==> config.mk <==
export PLATFORM = sky130hd
export DESIGN_NAME = seq_serializer
export DESIGN_NICKNAME = d
export VERILOG_FILES = /design/src/rtl/seq_ser_pkg.sv /design/src/rtl/seq_ser_hold.sv /design/src/rtl/seq_serializer.sv
export SDC_FILE = /design/constraint.sdc
export NUM_CORES = 1
export LEC_CHECK = 0
export CAP_MARGIN = 20
export CORE_MARGIN = 1.5
export CORE_UTILIZATION = 30
export CTS_CLUSTER_SIZE = 28
export DETAILED_ROUTE_END_ITERATION = 16
export GPL_ROUTABILITY_DRIVEN = 1
export HOLD_SLACK_MARGIN = 0.08
export PLACE_DENSITY = 0.48
export SLEW_MARGIN = 20
export SYNTH_ARGS = -nofsm -noshare
export SYNTH_HDL_FRONTEND = slang
export SYNTH_SLANG_ARGS = --single-unit
export TNS_END_PERCENT = 10
==> constraint.sdc <==
create_clock -name clk -period 2.5 [get_ports clk]
set_clock_uncertainty 0.15 [all_clocks]
set_input_delay 0.375 -clock clk [delete_from_list [all_inputs] [get_ports clk]]
set_output_delay 0.375 -clock clk [all_outputs]
set_load 0.02 [all_outputs]
==> src/rtl/seq_ser_pkg.sv <==
// seq_ser_pkg: shared FSM state type and counter-width helper for the serializer.
package seq_ser_pkg;
  typedef enum logic {IDLE, SHIFT} ser_state_t;
  function automatic int cnt_w(input int w);
    return (w > 2) ? $clog2(w) : 1;
  endfunction
endpackage

==> src/rtl/seq_ser_hold.sv <==
// seq_ser_hold: one-entry holding register that buffers the next word while one shifts.
module seq_ser_hold #(
  parameter int WIDTH = 8
) (
  input  logic             clk,
  input  logic             rst,
  input  logic             wr,
  input  logic             rd,
  input  logic [WIDTH-1:0] d,
  output logic [WIDTH-1:0] q,
  output logic             full
);
  always_ff @(posedge clk or negedge rst) begin
    if (!rst) begin
      full <= 1'b0;
      q    <= '0;
    end else begin
      full <= rd ? 1'b0 : (wr ? 1'b1 : full);
      if (wr) q <= d;
    end
  end
endmodule

==> src/rtl/seq_serializer.sv <==
// seq_serializer: valid/ready word input, one registered bit per clk on sout, gapless via hold register.
module seq_serializer
  import seq_ser_pkg::*;
#(
  parameter int WIDTH     = 8,
  parameter bit MSB_FIRST = 1'b1,
  parameter bit IDLE_BIT  = 1'b0,
  localparam int CW       = cnt_w(WIDTH)
) (
  input  logic             clk,
  input  logic             rst,
  input  logic [WIDTH-1:0] din,
  input  logic             din_valid,
  output logic             din_ready,
  output logic             sout,
  output logic             sout_active,
  output logic             word_start,
  output logic [CW-1:0]    bit_idx
);
  ser_state_t state, nstate;
  logic [WIDTH-1:0] sreg, hq, word, src;
  logic [CW-1:0] cnt;
  logic hold_full, xfer, last, ld, adv, hwr, hrd;
  assign din_ready = !hold_full;
  assign xfer      = din_valid && din_ready;
  assign last      = cnt == CW'(WIDTH - 1);
  assign word      = hold_full ? hq : din;
  assign src       = ld ? word : sreg;
  assign bit_idx   = cnt;
  seq_ser_hold #(.WIDTH(WIDTH)) u_hold (
    .clk (clk),
    .rst (rst),
    .wr  (hwr),
    .rd  (hrd),
    .d   (din),
    .q   (hq),
    .full(hold_full)
  );
  always_comb begin
    nstate = state;
    ld     = 1'b0;
    adv    = 1'b0;
    hwr    = 1'b0;
    hrd    = 1'b0;
    if (state == IDLE) begin
      ld     = xfer;
      nstate = xfer ? SHIFT : IDLE;
    end else if (!last) begin
      adv = 1'b1;
      hwr = xfer;
    end else begin
      hrd    = hold_full;
      ld     = hold_full || xfer;
      nstate = ld ? SHIFT : IDLE;
    end
  end
  // sreg always holds the bits still to be sent, already aligned for the next pick
  always_ff @(posedge clk or negedge rst) begin
    if (!rst) begin
      state       <= IDLE;
      sreg        <= '0;
      cnt         <= '0;
      sout        <= IDLE_BIT;
      sout_active <= 1'b0;
      word_start  <= 1'b0;
    end else begin
      state       <= nstate;
      sout_active <= nstate == SHIFT;
      word_start  <= ld;
      if (ld || adv) begin
        sout <= MSB_FIRST ? src[WIDTH-1] : src[0];
        sreg <= MSB_FIRST ? src << 1 : src >> 1;
        cnt  <= ld ? '0 : cnt + 1'b1;
      end else begin
        sout <= IDLE_BIT;
      end
    end
  end
endmodule
======== Word level (Yosys, flattened, before mapping) ========
Index checks and enable logic that the tools add are counted.
operators by class
  add/subtract/negate cells ............... 1
  equal/unequal tests ..................... 1
  mux-type cells .......................... 18
  reduce and logical (&&, ||, !) cells .... 5
operator list
  cell                                         number
  two-way mux 8 bit                            2
  two-way mux 1 bit                            15
  adder 3 x 1 -> 3 bit, second input constant  1
  equality test 3 bit, second input constant   1
  two-way mux 3 bit                            1
  logical OR 1 bit                             2
  nonzero test 2 bit                           1
  logical AND 1 bit                            1
  logical NOT 1 bit                            1
word-level totals
  register bits after elaboration ......... 22
  input bits .............................. 11
  output and inout bits ................... 7
  logic and storage cells ................. 32

======== Logic depth before layout (Yosys ltp) ========
  depth in word-level cells ............... 7
  depth in mapped cells ................... 7
  gate-level depth less buffers ........... 6

======== Cells and area by module ========
A second synthesis with hierarchy kept.
unflattened totals
  cells, all modules ...................... 85
  area total of the unflattened synthesis .. 1112.3 um2
by module, submodules not included
  module          instances  cells an instance  area each (um2)  seq. area each (um2)
  seq_serializer  1          66                 745.7            325.3
  seq_ser_hold    1          19                 366.6            225.2

======== Least setup slack after synthesis ========
Ideal clock, no wire load.
  path kind ............................... flip-flop to flip-flop
  start point ............................. reg cnt[0] (netlist: bit_idx[0])
  end point ............................... reg u_hold.q[0]
  library setup time ...................... 0.125 ns
  data arrival time ....................... 1.651 ns
  data required time ...................... 2.225 ns
  setup slack ............................. 0.574 ns
  stages on the path, launching flop included .. 5
  path buffers ............................ 0
  period minus slack after synthesis ...... 1.926 ns
  cell sequence ........................... dfrtp_1 -> ha_1 -> ha_1 -> nor3b_4 -> mux2_2
on the way
  longest elaborated chain between the ends .. 3
ends and longest elaborated chain
  element                 RTL line              text
  from (decl)             seq_serializer.sv:22  logic [CW-1:0] cnt;
  from (signal assigned)  seq_serializer.sv:73  cnt <= ld ? '0 : cnt + 1'b1;
  equality test 3 bit     seq_serializer.sv:26  assign last = cnt == CW'(WIDTH - 1);
  two-way mux 1 bit       seq_serializer.sv:48  end else if (!last) begin
  two-way mux 1 bit       seq_serializer.sv:45  if (state == IDLE) begin
  to (signal assigned)    seq_ser_hold.sv:16    q <= '0;
  to (signal assigned)    seq_ser_hold.sv:19    if (wr) q <= d;
  to (decl)               seq_ser_hold.sv:10    output logic [WIDTH-1:0] q,
No other way between the ends.
A chain may end at the register's enable or synchronous reset.

======== Worst setup path after layout ========
  start point ............................. reg u_hold.full
  end point ............................... out din_ready
on the way
  longest elaborated chain between the ends .. 1
ends and longest elaborated chain
  element                 RTL line              text
  from (decl)             seq_ser_hold.sv:11    output logic full
  from (signal assigned)  seq_ser_hold.sv:18    full <= rd ? 1'b0 : (wr ? 1'b1 : full);
  logical NOT 1 bit       seq_serializer.sv:24  assign din_ready = !hold_full;
  to (decl)               seq_serializer.sv:14  output logic din_ready,
No other way between the ends.

==> metrics.csv <==
metric,value,unit
arrival,1.69,ns
start_kind,flip-flop,
nFillCells,327,
cts_root_buf,clkbuf_4,
max_freq,451,MHz
antenna_found_initial,0,
insertion_delay,0.31,ns
setup_viol,0,
core,3390,µm²
fin_nets,121,
period_needed,2.22,ns
p_leak,0.570,nW
synth-compound-area-share,9.85,%
layout-drive-gt1-share,28.3,%
netlist_top_cells_area,"dfrtp_1 (51%), mux2_2 (16%), mux2i_1 (8.3%)",
avgSynthCellArea,12.9,µm²
via_count,671,
muxShareOfSynthArea,25.3,%
multi_input_area,490,µm²
fin_ws,0.284,ns
async_flop_share,100,%
drc,0,
hold_buffers,0,
wirelength,1.77,mm
finalHoldViolations,0,
grt_max_degree,23,
synth_edf_count,0,
wire_per_inst,11.7,µm
synth.most_common_cell,dfrtp_1,
yosys_warnings,0,
tritoncts,built,
fin_crit_sh,88.6,%
cts_buffers,3,
synthAdderAreaFrac,3.48,%
syn_area,1080,µm²
crit_fanout,9,
cts.sink_count,22,
grt_pass1_wl,3.06,mm
antenna_cells,0,
final_antenna_net_count,0,
io_pins,18,
fin_total_pwr,0.00151,W
grtUsageTotal,10.1,%
grt_pass1_vias,656,
fin_tns_setup,0,ns
overflow,0,
dieArea,3970,µm²
dr.pass1.iters,2,
die_h,63.0,µm
synth_xor_area_share,0,%
powerDensity,1120,nW/µm²
required,1.98,ns
place_congestion,0.639,
regArea,551,µm²
critPathKind,reg -> out,
port_buffers,17,
cts_buffer_depth,2,
start_util,31.9,%
crit_path_end_kind,output port,
dp_hpwl,1.29,mm
cts_setup_buffers,0,
status,finished clean,
post-place-ws,0.338,ns
vias_per_cell,4.41,
rsz0062_at_grt,no,
yosys-top-cells-count,"dfrtp_1 (22), mux2_2 (15), mux2i_1 (9), nand2_1 (7), inv_1 (4)",
ys_types,23,
path_clk_slew,0.13,ns
slew_headroom,66.6,%
worst_hold_slack,0.245,ns
synth_seq_area_share,51.0,%
synth_top_family_by_area,multiplexers,
cts_resized,0,
area_delta_synth_final,25.0,%
synth_top_area_share,51.0,%
syn_nets,98,
ys_ff_latch,22,
synth-main-ff-cell,dfrtp_1,
dieWidth,63.0,µm
maxCapViolCount,0,
netlist.top_cell.by_area,dfrtp_1,
htree_levels,1,
core.rowCount,21,
synth_simple_gate_area_share,6.84,%
hp-class,in -> async,
fin_util,39.8,%
synthCells,84,
vdd_drop_max,0.000331,V
worst_pin_slew,0.501,ns
first_iter_violations,21,
slew_violations,0,
cell usage in the layout, fill, tap and decap left out:
master / n
o21ai_1: 2
nor2_1: 3
clkbuf_8: 1
a211oi_2: 1
nand2b_1: 2
clkbuf_4: 3
a21boi_4: 1
a21oi_2: 1
nor3b_4: 1
o21ai_2: 2
o21ai_0: 2
inv_1: 4
clkdlybuf4s50_1: 17
buf_4: 4
a21o_1: 2
mux2_2: 15
mux2i_1: 9
a21oi_1: 1
dfrtp_1: 22
nand2_1: 7
nor3_1: 1
mux2i_2: 1
ha_1: 3
a22o_1: 1
layout make-up:
cell class | instances | share of cell area, %
Inverter | 4 | 1.11
Tap cell | 46 | 4.26
Clock buffer | 4 | 2.69
Sequential cell | 22 | 40.8
Multi-Input combinational cell | 55 | 36.3
Timing Repair Buffer | 21 | 14.8
cells by family (layout without fill, tap and decap cells):
group,after synthesis,in the layout
AND/OR/NAND/NOR,14,14
flip-flops,22,22
buffers and inverters,7,29
adder cells (fa/ha/maj),3,3
multiplexers,25,25
AO/OA/AOI/OAI,13,13
per-layer routing:
layer / share of wire, % / GRT usage, % / up-vias / wire, µm
met5: 0 / 0 / - / 0
met4: 0.73 / 5.00 / 0 / 13
met3: 3.7 / 3.06 / 2 / 65
met2: 45 / 14.1 / 9 / 791
met1: 51 / 14.0 / 324 / 901
li1: - / - / 336 / -
sequential cells by signal, indices dropped and copies added, names as in the netlist:
name and cells:
word_start 1, state 1, u_hold.full 1, sout 1, sreg 7, bit_idx 3, u_hold.q 8
worst max-delay path: stages, from the launching register on:
cell             delay [ns]
dfrtp_1                0.53
buf_4                  0.22
inv_1                  0.05
clkdlybuf4s50_1        0.59
worst paths after layout:
path | startpoint | end | slack [ns] | cells past startpoint
worst max-delay path | u_hold.full$_DFFE_PN0P_ | din_ready | 0.28 | 3
worst min-delay path | rst | u_hold.q[3]$_DFFE_PN0P_ | 0.25 | 2
worst min register to register | sreg[3]$_DFFE_PN0P_ | sreg[3]$_DFFE_PN0P_ | 0.34 | 2
worst max register to register | bit_idx[0]$_DFFE_PN0P_ | u_hold.q[0]$_DFFE_PN0P_ | 0.50 | 4
min in group clk | sreg[3]$_DFFE_PN0P_ | sreg[3]$_DFFE_PN0P_ | 0.34 | 2
max in group asynchronous | rst | state$_DFF_PN0_ | 1.72 | 2
stage by stage:
| step | cell area [µm²] | std cells |
|---|---|---|
| 2_1_floorplan | 1080 | 84 |
| 3_3_place_gp | 1310 | 148 |
| 3_5_place_dp | 1310 | 148 |
| 4_1_cts | 1350 | 152 |
| 5_1_grt | 1350 | 152 |
| 6_report | 1350 | 152 |
power by group:
part / switching (W) / leakage [nW] / internal [W] / total [W]
Combinational: 0.000301 / 0.280 / 0.000394 / 0.000695
Clock: 0.000108 / 0.0210 / 0.0000889 / 0.000197
Sequential: 0.000104 / 0.269 / 0.000510 / 0.000614
Total: 0.000513 / 0.570 / 0.000993 / 0.00151
Power figures use the tool's default switching activity.
